--- src/rtl/adv7513_pixel_fetcher_pkg.sv ---
// Shared types and constants for the ADV7513 pixel fetcher.
// The VGA geometry macros normally come from the shared vga_config.inc;
// the guarded fallbacks keep this slice self-contained when that file is
// not on the include path.
`ifndef VGA_H_WIDTH
`define VGA_H_WIDTH 320
`endif
`ifndef VGA_V_WIDTH
`define VGA_V_WIDTH 240
`endif

package adv7513_pixel_fetcher_pkg;

    localparam int PIX_W  = 16;   // RGB565 pixel
    localparam int ADDR_W = 24;   // memory word address
    localparam int LEN_W  = 8;    // burst length field

    typedef enum logic [1:0] {
        IDLE,
        REQ,
        WAIT_DATA,
        DONE
    } fetch_state_e;

    // Bits needed to hold any value in 0..max_value.
    function automatic int cnt_width(input int max_value);
        return (max_value < 2) ? 1 : $clog2(max_value + 1);
    endfunction

endpackage

--- src/rtl/adv7513_pixel_fetcher_pixel_fifo.sv ---
// Synchronous single-clock pixel FIFO with registered read data and an
// occupancy output. A pop on an empty FIFO returns zero and reports an
// underflow for that cycle; flush empties the FIFO and wins over push/pop.
module pixel_fifo #(
    parameter int  WIDTH = 16,
    parameter int  DEPTH = 256,
    localparam int PTR_W = $clog2(DEPTH)
) (
    input  logic             clk_i,
    input  logic             rst_i,
    input  logic             flush_i,
    input  logic             push_i,
    input  logic [WIDTH-1:0] push_data_i,
    input  logic             pop_i,
    output logic [WIDTH-1:0] rd_data_o,
    output logic [PTR_W:0]   level_o,
    output logic             underflow_o
);

    localparam int LVL_W = PTR_W + 1;

    logic [WIDTH-1:0] mem_q [DEPTH];
    logic [PTR_W-1:0] wr_ptr_q, rd_ptr_q;
    logic [LVL_W-1:0] level_q;
    logic [WIDTH-1:0] rd_data_q;
    logic             empty, full, do_push, do_pop;

    assign empty   = (level_q == '0);
    assign full    = (level_q == LVL_W'(DEPTH));
    assign do_pop  = pop_i && !empty && !flush_i;
    // A full FIFO still accepts a push when a pop frees a slot in the same cycle.
    assign do_push = push_i && (!full || do_pop) && !flush_i;

    assign underflow_o = pop_i && empty && !flush_i;
    assign rd_data_o   = rd_data_q;
    assign level_o     = level_q;

    // Pointer and occupancy bookkeeping; pointers wrap naturally modulo DEPTH.
    always_ff @(posedge clk_i) begin
        // NOTE: sequential state uses non-blocking assignments so every register
        // samples pre-edge values, independent of block ordering.
        if (rst_i || flush_i) begin
            wr_ptr_q <= '0;
            rd_ptr_q <= '0;
            level_q  <= '0;
        end else begin
            if (do_push) wr_ptr_q <= wr_ptr_q + PTR_W'(1);
            if (do_pop)  rd_ptr_q <= rd_ptr_q + PTR_W'(1);
            unique case ({do_push, do_pop})
                2'b10:   level_q <= level_q + LVL_W'(1);
                2'b01:   level_q <= level_q - LVL_W'(1);
                default: level_q <= level_q;
            endcase
        end
    end

    // Pixel storage.
    always_ff @(posedge clk_i) begin
        // NOTE: the storage array is deliberately not reset; the pointers and
        // level define which entries are valid, and a reset here would stop the
        // array from mapping onto block RAM.
        if (do_push) mem_q[wr_ptr_q] <= push_data_i;
    end

    // Registered read port: new word on a good pop, zero on underflow, else hold.
    always_ff @(posedge clk_i) begin
        if (rst_i) begin
            rd_data_q <= '0;
        end else if (do_pop) begin
            rd_data_q <= mem_q[rd_ptr_q];
        end else if (underflow_o) begin
            rd_data_q <= '0;
        end
    end

endmodule

--- src/rtl/adv7513_pixel_fetcher.sv ---
// Frame-buffer pixel fetcher for the ADV7513 display path. Issues fixed-length
// memory read bursts to keep a pixel FIFO topped up, and hands pixels to the
// display timing one per DATA_REQ with one cycle of latency.
module adv7513_pixel_fetcher
    import adv7513_pixel_fetcher_pkg::*;
#(
    parameter logic [ADDR_W-1:0] FRAME_BASE = 24'h000000,
    parameter int                H_WIDTH    = `VGA_H_WIDTH,
    parameter int                V_WIDTH    = `VGA_V_WIDTH,
    parameter int                BURST      = 64,
    parameter int                DEPTH      = 256
) (
    input  logic                     ADV7513_PCLK,
    input  logic                     RESET,
    input  logic                     FRAME_NEW_EN,
    input  logic                     DATA_REQ,
    output logic [PIX_W-1:0]         DATA,
    output logic                     RD_REQ,
    output logic [ADDR_W-1:0]        RD_ADDR,
    output logic [LEN_W-1:0]         RD_LEN,
    input  logic                     RD_ACK,
    input  logic                     RD_VALID,
    input  logic [PIX_W-1:0]         RD_DATA,
    output logic [$clog2(DEPTH):0]   FIFO_LEVEL,
    output logic                     UNDERFLOW
);

    localparam int TOTAL_BURSTS = (H_WIDTH * V_WIDTH) / BURST;
    localparam int LVL_W        = $clog2(DEPTH) + 1;
    localparam int BC_W         = cnt_width(TOTAL_BURSTS);
    localparam int WC_W         = cnt_width(BURST);

    fetch_state_e      state_q, state_d;
    logic [ADDR_W-1:0] addr_q, addr_d;
    logic [BC_W-1:0]   burst_cnt_q, burst_cnt_d;
    logic [WC_W-1:0]   word_cnt_q, word_cnt_d;
    logic              rd_req_q, rd_req_d;
    logic              restart_q, restart_d;
    logic              underflow_q, underflow_d;

    logic              fifo_flush, fifo_push, fifo_underflow;
    logic [LVL_W-1:0]  free_words;
    logic              can_issue, discard, last_word;

    assign free_words = LVL_W'(DEPTH) - FIFO_LEVEL;
    assign can_issue  = (free_words >= LVL_W'(BURST))
                     && (burst_cnt_q < BC_W'(TOTAL_BURSTS));
    // Words are dropped from the cycle a restart is requested until the
    // in-flight burst has fully drained.
    assign discard    = restart_q || FRAME_NEW_EN;
    assign last_word  = (word_cnt_q == WC_W'(BURST - 1));

    // Next-state and control decode for the burst fetch FSM.
    always_comb begin
        // NOTE: every signal assigned here gets a default first, so no path
        // leaves one unassigned and no latch is inferred.
        state_d     = state_q;
        addr_d      = addr_q;
        burst_cnt_d = burst_cnt_q;
        word_cnt_d  = word_cnt_q;
        rd_req_d    = rd_req_q;
        restart_d   = restart_q;
        underflow_d = underflow_q || fifo_underflow;
        fifo_flush  = 1'b0;
        fifo_push   = 1'b0;

        unique case (state_q)
            IDLE, DONE: begin
                if (FRAME_NEW_EN) begin
                    fifo_flush  = 1'b1;
                    addr_d      = FRAME_BASE;
                    burst_cnt_d = '0;
                    state_d     = REQ;
                end
            end

            REQ: begin
                if (rd_req_q) begin
                    // Request is held unchanged until accepted; a frame start
                    // seen meanwhile is remembered and acted on after the burst.
                    if (FRAME_NEW_EN) restart_d = 1'b1;
                    if (RD_ACK) begin
                        rd_req_d    = 1'b0;
                        addr_d      = addr_q + ADDR_W'(BURST);
                        burst_cnt_d = burst_cnt_q + BC_W'(1);
                        word_cnt_d  = '0;
                        state_d     = WAIT_DATA;
                    end
                end else if (FRAME_NEW_EN) begin
                    // Nothing outstanding: restart the frame immediately.
                    fifo_flush  = 1'b1;
                    addr_d      = FRAME_BASE;
                    burst_cnt_d = '0;
                end else if (can_issue) begin
                    rd_req_d = 1'b1;
                end
            end

            WAIT_DATA: begin
                if (FRAME_NEW_EN) restart_d = 1'b1;
                if (RD_VALID) begin
                    fifo_push = !discard;
                    if (last_word) begin
                        if (discard) begin
                            fifo_flush  = 1'b1;
                            addr_d      = FRAME_BASE;
                            burst_cnt_d = '0;
                            restart_d   = 1'b0;
                            state_d     = REQ;
                        end else if (burst_cnt_q == BC_W'(TOTAL_BURSTS)) begin
                            state_d = DONE;
                        end else begin
                            state_d = REQ;
                        end
                    end else begin
                        word_cnt_d = word_cnt_q + WC_W'(1);
                    end
                end
            end
        endcase
    end

    // FSM and datapath registers with synchronous reset taking priority.
    always_ff @(posedge ADV7513_PCLK) begin
        if (RESET) begin
            state_q     <= IDLE;
            addr_q      <= FRAME_BASE;
            burst_cnt_q <= '0;
            word_cnt_q  <= '0;
            rd_req_q    <= 1'b0;
            restart_q   <= 1'b0;
            underflow_q <= 1'b0;
        end else begin
            state_q     <= state_d;
            addr_q      <= addr_d;
            burst_cnt_q <= burst_cnt_d;
            word_cnt_q  <= word_cnt_d;
            rd_req_q    <= rd_req_d;
            restart_q   <= restart_d;
            underflow_q <= underflow_d;
        end
    end

    pixel_fifo #(
        .WIDTH (PIX_W),
        .DEPTH (DEPTH)
    ) u_pixel_fifo (
        .clk_i       (ADV7513_PCLK),
        .rst_i       (RESET),
        .flush_i     (fifo_flush),
        .push_i      (fifo_push),
        .push_data_i (RD_DATA),
        .pop_i       (DATA_REQ),
        .rd_data_o   (DATA),
        .level_o     (FIFO_LEVEL),
        .underflow_o (fifo_underflow)
    );

    assign RD_REQ    = rd_req_q;
    assign RD_ADDR   = addr_q;
    assign RD_LEN    = LEN_W'(BURST);
    assign UNDERFLOW = underflow_q;

endmodule

--- config.mk ---
export PLATFORM = sky130hd
export DESIGN_NAME = adv7513_pixel_fetcher
export DESIGN_NICKNAME = d
export VERILOG_FILES = /design/src/rtl/adv7513_pixel_fetcher_pkg.sv /design/src/rtl/adv7513_pixel_fetcher_pixel_fifo.sv /design/src/rtl/adv7513_pixel_fetcher.sv
export SDC_FILE = /design/constraint.sdc
export NUM_CORES = 2
export LEC_CHECK = 0
export CAP_MARGIN = 20
export CORE_ASPECT_RATIO = 2
export CORE_MARGIN = 2
export CORE_UTILIZATION = 28
export DETAILED_ROUTE_END_ITERATION = 10
export HOLD_SLACK_MARGIN = 0.03
export PLACE_DENSITY_LB_ADDON = 0.1
export SLEW_MARGIN = 40
export SYNTH_ARGS = -nofsm -noshare
export SYNTH_HDL_FRONTEND = slang
export SYNTH_SLANG_ARGS = --single-unit
--- constraint.sdc ---
create_clock -name ADV7513_PCLK -period 6 [get_ports ADV7513_PCLK]
set_input_delay 1.2 -clock ADV7513_PCLK [delete_from_list [all_inputs] [get_ports ADV7513_PCLK]]
set_output_delay 1.2 -clock ADV7513_PCLK [all_outputs]
set_load 0.01 [all_outputs]
Yosys cells after proc, flatten, opt, wreduce, memory -nomap -nowiden

Memories as Yosys holds them, arrays and structs flattened. A register that Yosys moved wholly into a read port is not among the register bits.
Index checks and enable logic that the tools add are counted.

Register bits: 88
Memory bits (writable): 4,096
Memories kept: 1

Add/sub/neg operators: 8
Reductions and logical operators: 25
$lt $le $gt $ge: 2
Equal/unequal tests: 16
Mux-type cells: 52

Memory list:

| name               | depth | width | read ports | clocked after Yosys merged registers in | write ports | RTL line                               | source |
|---|---|---|---|---|---|---|---|
| u_pixel_fifo.mem_q | 256   | 16    | 1          | 1                                       | 1           | adv7513_pixel_fetcher_pixel_fifo.sv:22 | `logic [WIDTH-1:0] mem_q [DEPTH];` |

Operators by type and width:

| operator                                                          | count |
|---|---|
| 2-to-1 mux 24 bit                                                 | 6 |
| case mux 24 bit (3 select lines)                                  | 1 |
| 2-to-1 mux 11 bit                                                 | 6 |
| case mux 11 bit (3 select lines)                                  | 1 |
| 2-to-1 mux 16 bit                                                 | 2 |
| 2-to-1 mux 7 bit                                                  | 4 |
| adder 24 x 7 -> 24 bit, second input constant                     | 1 |
| 2-to-1 mux 1 bit                                                  | 18 |
| case mux 9 bit (2 select lines)                                   | 1 |
| adder 8 x 1 -> 8 bit, second input constant                       | 2 |
| 2-to-1 mux 8 bit                                                  | 2 |
| 2-to-1 mux 2 bit                                                  | 7 |
| != test 2 bit, second input constant                              | 7 |
| case mux 7 bit (2 select lines)                                   | 1 |
| adder 11 x 1 -> 11 bit, second input constant                     | 1 |
| == test 11 bit, second input constant                             | 1 |
| < comparator 11 bit, second input constant                        | 1 |
| AND reduction 5 bit                                               | 2 |
| adder 9 x 1 -> 9 bit, second input constant                       | 1 |
| == test 9 bit, second input constant                              | 1 |
| greater-or-equal comparator 9 x 7 -> 1 bit, second input constant | 1 |
| logical NOT 9 bit                                                 | 1 |
| subtractor 9 x 1 -> 9 bit, second input constant                  | 1 |
| subtractor 9 bit, first input constant                            | 1 |
| other kinds (16)                                                  | 33 |

Longest topological paths before layout

Depth after elaboration: 12
Depth in mapped cells: 22
Depth with buffers taken out: 18

Modules after synthesis

Synthesis repeated with hierarchy kept, for this count alone.

Cells, all modules: 7,460
Area, all modules: 161,825.2 um2

By module, submodules not included:

| module                | sequential area each (um2) | instances | area an instance (um2) | cells each |
|---|---|---|---|---|
| pixel_fifo            | 123,978.9                  | 1         | 159,222.7              | 7,143 |
| adv7513_pixel_fetcher | 940.9                      | 1         | 2,602.5                | 317 |

Least setup slack after synthesis

Ideal clock, no wire load.

Kind: input port to flip-flop
From: input port FRAME_NEW_EN
To: register u_pixel_fifo.level_q[8], in the netlist u_pixel_fifo.level_o[8]
Data required time: 5.880 ns
Setup slack: 0.940 ns
Cell stages on the path: 20
Setup time: 0.120 ns
Arrival time: 4.940 ns
Cells stage by stage: clkbuf_2 nor2_1 or2_2 clkbuf_1 o2111a_1 buf_2 o2111a_1 buf_2 inv_1 ha_1 buf_1 xor2_1 ha_1 a21oi_1 o22ai_1 a221oi_1 o22ai_1 a22oi_1 mux2i_1 nand2_1

Cells in the longest elaborated chain, start to end: 12
Elaborated cells on any way between the ends: 20
Classes of those cells: eq/ne: 2; mux: 9; reduce/logical: 9

RTL lines:

| what                                                                         | RTL line                               | source |
|---|---|---|
| start, declared                                                              | adv7513_pixel_fetcher.sv:15            | `input logic FRAME_NEW_EN,` |
| logical OR 1 bit                                                             | adv7513_pixel_fetcher.sv:50            | `assign discard = restart_q \|\| FRAME_NEW_EN;` |
| 2-to-1 mux 1 bit                                                             | adv7513_pixel_fetcher.sv:104           | `if (discard) begin` |
| 2-to-1 mux 1 bit                                                             | adv7513_pixel_fetcher.sv:103           | `if (last_word) begin` |
| 2-to-1 mux 1 bit                                                             | adv7513_pixel_fetcher.sv:101           | `if (RD_VALID) begin` |
| case mux 1 bit (3 select lines) (*)                                          | adv7513_pixel_fetcher.sv:67            | `unique case (state_q)` |
| logical NOT 1 bit (*)                                                        | adv7513_pixel_fetcher_pixel_fifo.sv:30 | `assign do_pop = pop_i && !empty && !flush_i;` |
| logical AND 1 bit (*)                                                        | adv7513_pixel_fetcher_pixel_fifo.sv:30 |  |
| net u_pixel_fifo.do_pop                                                      | adv7513_pixel_fetcher_pixel_fifo.sv:26 | `logic empty, full, do_push, do_pop;` |
| logical OR 1 bit                                                             | adv7513_pixel_fetcher_pixel_fifo.sv:32 | `assign do_push = push_i && (!full \|\| do_pop) && !flush_i;` |
| logical AND 1 bit (2 in series)                                              | adv7513_pixel_fetcher_pixel_fifo.sv:32 |  |
| == test 2 x 1 -> 1 bit / == test 2 bit (equally long branches)               | adv7513_pixel_fetcher_pixel_fifo.sv:49 | `unique case ({do_push, do_pop})` |
| case mux 9 bit (2 select lines) / nonzero test 2 bit (equally long branches) | --                                     |  |
| end signal, assigned                                                         | adv7513_pixel_fetcher_pixel_fifo.sv:50 | `2'b10: level_q <= level_q + LVL_W'(1);` |
| end signal, assigned                                                         | adv7513_pixel_fetcher_pixel_fifo.sv:51 | `2'b01: level_q <= level_q - LVL_W'(1);` |
| end signal, assigned                                                         | adv7513_pixel_fetcher_pixel_fifo.sv:52 | `default: level_q <= level_q;` |
| end, declared                                                                | adv7513_pixel_fetcher_pixel_fifo.sv:24 | `logic [LVL_W-1:0] level_q;` |

Mark *: on every way through the listed nets, which the timed path passes. The rest lies on a longest branch.
A chain may end at the register's enable or synchronous reset.

Worst setup path in the final report

From: register state_q[0]
To: memory u_pixel_fifo.mem_q[53][4] (enable)

Cells in the longest elaborated chain, start to end: 10
Elaborated cells on any way between the ends: 14
Classes of those cells: eq/ne: 3; mux: 4; reduce/logical: 7

RTL lines:

| what                                                      | RTL line                                                                       | source |
|---|---|---|
| start, declared                                           | adv7513_pixel_fetcher.sv:33                                                    | `fetch_state_e state_q, state_d;` |
| start signal, assigned                                    | adv7513_pixel_fetcher.sv:134                                                   | `state_q <= state_d;` |
| == test 2 bit / logical NOT 2 bit (equally long branches) | adv7513_pixel_fetcher.sv:67                                                    |  |
| OR reduction 2 bit                                        | adv7513_pixel_fetcher.sv:67                                                    |  |
| case mux 1 bit (3 select lines)                           | adv7513_pixel_fetcher.sv:67                                                    |  |
| logical NOT 1 bit                                         | adv7513_pixel_fetcher_pixel_fifo.sv:30, adv7513_pixel_fetcher_pixel_fifo.sv:32 |  |
| logical AND 1 bit                                         | adv7513_pixel_fetcher_pixel_fifo.sv:30                                         |  |
| logical OR 1 bit                                          | adv7513_pixel_fetcher_pixel_fifo.sv:32                                         |  |
| logical AND 1 bit                                         | adv7513_pixel_fetcher_pixel_fifo.sv:32                                         |  |
| logical AND 1 bit (*)                                     | adv7513_pixel_fetcher_pixel_fifo.sv:32                                         |  |
| 2-to-1 mux 1 bit (*)                                      | adv7513_pixel_fetcher_pixel_fifo.sv:62                                         | `if (do_push) mem_q[wr_ptr_q] <= push_data_i;` |
| 2-to-1 mux 1 bit (implied by the code) (*)                | adv7513_pixel_fetcher_pixel_fifo.sv:62                                         |  |
| end, declared                                             | adv7513_pixel_fetcher_pixel_fifo.sv:22                                         |  |

Mark *: on every way between the ends. The rest lies on a longest branch, timed or not.

==> results.py <==
metrics = {
    "status": {
        "status": "completed",
    },
    "power_and_ir_drop": {
        "sw_frac_of_total_pct": 21.15,
        "combinationalPowerShare_pct": 1.8,
        "seqPwrFrac_pct": 54.9,
        "p_int_mw": 46.09,
        "pwr-share-clk_pct": 43.3,
        "leakage_nw": 56.18,
        "pwr_density_cell_nw_per_um2": 305.3,
        "p_sw_mw": 12.36,
        "fin_total_pwr_mw": 58.46,
        "ir_drop_mv": 0.2269,
    },
    "clock_network": {
        "cts_tree": "yes",
        "cts_hold_buffers": 0,
        "cts-htree-levels": 5,
        "ctsResizeCount": 0,
        "cts_sinks": 4192,
        "cts_root_buffer": "clkbuf_16",
        "cts_buffers": 385,
        "clockBufferDepth": 4,
        "clk_latency_ns": 0.99,
        "clk_pin_slew_ns": 0.07,
        "post_cts_buffers": 0,
    },
    "worst_setup_path": {
        "path_max_fanout": 24,
        "cp.arrival_ns": 5.33,
        "critPathBufInv": 4,
        "r2r-end": "u_pixel_fifo.mem_q[53][4]",
        "cp.depth": 10,
        "path_class": "flip-flop to flip-flop",
        "path_cells": "inv_1 > ha_1 > o21ai_1 > o2111a_1 > o2111a_2 > buf_4 > nand3_4 > buf_4 > nor2_2 > buf_4",
        "cp-endpoint": "u_pixel_fifo.mem_q[53][4]",
        "crit_family": "buffers and inverters",
        "cp.required_ns": 6.64,
        "rrSetupSlack_ns": 1.31,
        "startpoint": "state_q[0]",
        "timing.rr.start": "state_q[0]",
        "crit_top_cell": "buf_4",
        "reg2regPathDepth": 10,
        "startpoint_type": "flip-flop",
        "critPathSlowestCell": "nand3_4",
        "slowest_delay_ns": 0.56,
        "critPathCaptureType": "flip-flop",
    },
    "yosys": {
        "synth_edf_count": 4096,
        "avgSynthCellArea_um2": 19.84,
        "ys_types": 85,
        "synth_top_cell_by_area": "edfxtp_1",
        "synthTopCellsByArea": "edfxtp_1, mux4_2, mux2i_1",
        "synth-main-ff-cell": "edfxtp_1",
        "yosysTopAreaCellShare_pct": 74.99,
        "synth_cells": 8267,
        "ys_ff_latch": 4192,
        "ys_warn_count": 0,
        "synth_area_um2": 164000,
        "ys_seq_area_share_pct": 76.16,
        "synthArstFlopShare_pct": 0,
    },
    "grt": {
        "grt_overflow": 0,
        "antenna_found_initial": 36,
        "grt_pass1_wl_um": 831300,
        "grt_pass1_vias": 89404,
        "track_usage_pct": 20.55,
        "grt_start_max_net_pins": 121,
    },
    "sta": {
        "drv_slew": 0,
        "timing.fmax_mhz": 213.1,
        "hold-worst-slack_ns": 0.4586,
        "worst_slack_ns": 1.308,
        "finalCritPeriodShare_pct": 78.20,
        "hold_viol": 0,
        "tns_ns": 0,
        "setup_viol": 0,
        "finClkSkew_ns": 0.04774,
        "slew-limit-headroom_pct": 31.59,
        "tightest_slew_ns": 1.026,
        "finalCriticalPeriod_ns": 4.692,
        "rsz0062_at_grt": "false",
    },
    "final_layout": {
        "multi_input_area_um2": 36990,
        "fin_cells": 17066,
        "area_delta_synth_final_pct": 16.74,
        "fin_nets": 8950,
        "fill_cells": 55605,
        "register_area_um2": 124900,
        "drive_above_1_share_pct": 24.96,
    },
    "floorplan": {
        "die_width_um": 545.2,
        "initial_core_util_pct": 28.10,
        "row_count": 397,
        "io_pins": 81,
        "dieArea_um2": 592300,
        "fp.dieH_um": 1086,
        "core-area_um2": 583700,
    },
    "min_path": {
        "hold_class": "flip-flop to flip-flop",
    },
    "place": {
        "pre_cts_slack_ns": 0.5234,
        "port_buffers": 72,
        "dp.cells": 16298,
        "routabilityCongestion": 0.8454,
        "place.detailed.hpwl_um": 416100,
    },
    "drt": {
        "initialDrtViolationCount": 7843,
        "viasPerCell": 5.034,
        "ant_nets": 0,
        "finalWirelength_um": 624900,
        "via_count": 85917,
        "drc": 0,
        "drt-pass1-iter-count": 8,
        "wl_per_cell_um": 36.61,
    },
    "flow_run": {
        "cap_viol_max_count": 0,
    },
}
area by class of cell:
cell class | count | area share (%)
multi-input combinational | 3543 | 19.32
tap | 7780 | 5.084
inverter | 22 | 0.05162
timing repair buffer | 767 | 3.679
clock buffer | 457 | 5.273
clock inverter | 251 | 1.275
antenna | 54 | 0.07057
sequential | 4192 | 65.25
Yosys cell counts (19+ instances only):
library cell,number
a31oi_1,33
buf_4,46
buf_2,116
dfxtp_1,96
o21ai_0,199
clkbuf_1,195
xor2_1,20
a22oi_1,90
edfxtp_1,4096
nand2b_1,45
nand4_1,22
inv_1,21
buf_6,101
nand2_1,142
a211oi_1,41
a221o_1,75
nand3_1,67
o211ai_1,19
a21oi_1,198
or3_1,20
nor2_1,407
nor2b_1,27
mux4_2,671
a221oi_1,277
buf_1,37
nor3_1,80
and2_1,19
o22ai_1,33
o31ai_1,44
mux2i_1,761
stage by stage:
| stage | instance area [um^2] | utilization [%] |
|---|---|---|
| after floorplan | 164100 | - |
| after global placement | 178100 | 30.51 |
| after detailed placement | 178600 | 30.61 |
| after CTS | 191200 | 32.76 |
| after global routing | 191400 | 32.80 |
| final | 191500 | 32.81 |
metal layers:
metal	vias up	wire length [um]	global-route usage, %
li1	35652	-	-
met1	47241	223000	22.41
met2	2357	350600	40.15
met3	665	21750	1.737
met4	2	29500	8.656
met5	-	9	0
logic make-up (layout without fill, tap and decap cells):
kind of cell	Yosys count	in the layout	share of synthesized area, %
multiplexers	1448	1448	14.00
AO/OA/AOI/OAI	1130	1130	4.942
XOR/XNOR	29	29	0.1549
AND/OR/NAND/NOR	911	911	2.561
buffers and inverters	538	1497	2.047
other	2	62	0.004579
flip-flops	4192	4192	76.16
adder cells (fa/ha/maj)	17	17	0.1297
power by group through the flow:
stage	Clock [mW]	Combinational, mW	Sequential (mW)
after floorplan	0	0.181	32.8
after global routing	26.9	1.10	32.1
after CTS	25.9	1.06	32.1
after detailed placement	0	1.07	32.7
final	25.3	1.04	32.1
after global placement	0	1.03	32.7
worst min path at each step:
| stage | end | depth (start not counted) | slack, ns | startpoint |
|---|---|---|---|---|
| 2_1_floorplan | word_cnt_q[5] | 2 | 0.45 | word_cnt_q[5] |
| 3_3_place_gp | RD_ADDR[0] | 1 | 0.44 | RD_ADDR[0] |
| 3_5_place_dp | RD_ADDR[1] | 1 | 0.44 | RD_ADDR[1] |
| 4_1_cts | RD_ADDR[1] | 1 | 0.47 | RD_ADDR[1] |
| 5_1_grt | RD_ADDR[1] | 1 | 0.48 | RD_ADDR[1] |
| 6_report | RD_ADDR[1] | 1 | 0.46 | RD_ADDR[1] |
cells in the final DEF, fill, tap and decap left out, types with 77 or more instances in the layout:
| cell | synthesis | final |
|---|---|---|
| edfxtp_1 | 4096 | 4096 |
| mux2i_1 | 761 | 761 |
| mux4_2 | 671 | 671 |
| buf_4 | 46 | 600 |
| clkbuf_16 | 0 | 394 |
| a221oi_1 | 277 | 260 |
| nor2_2 | 1 | 208 |
| nor2_1 | 407 | 190 |
| a21oi_1 | 198 | 189 |
| o21ai_0 | 199 | 188 |
| nand2_1 | 142 | 131 |
| clkinv_1 | 1 | 92 |
| a22oi_1 | 90 | 90 |
| dfxtp_1 | 96 | 89 |
| nor3_1 | 80 | 77 |
state kept, by name, indices dropped and copies added (netlist names), named ones only:
signal	flops
restart_q	1
UNDERFLOW	1
RD_ADDR	24
u_pixel_fifo.rd_ptr_q	8
u_pixel_fifo.level_o	9
u_pixel_fifo.wr_ptr_q	8
RD_REQ	1
word_cnt_q	7
burst_cnt_q	11
u_pixel_fifo.mem_q	4096
u_pixel_fifo.rd_data_o	16
state_q	2
Power figures use the tool's default switching activity.
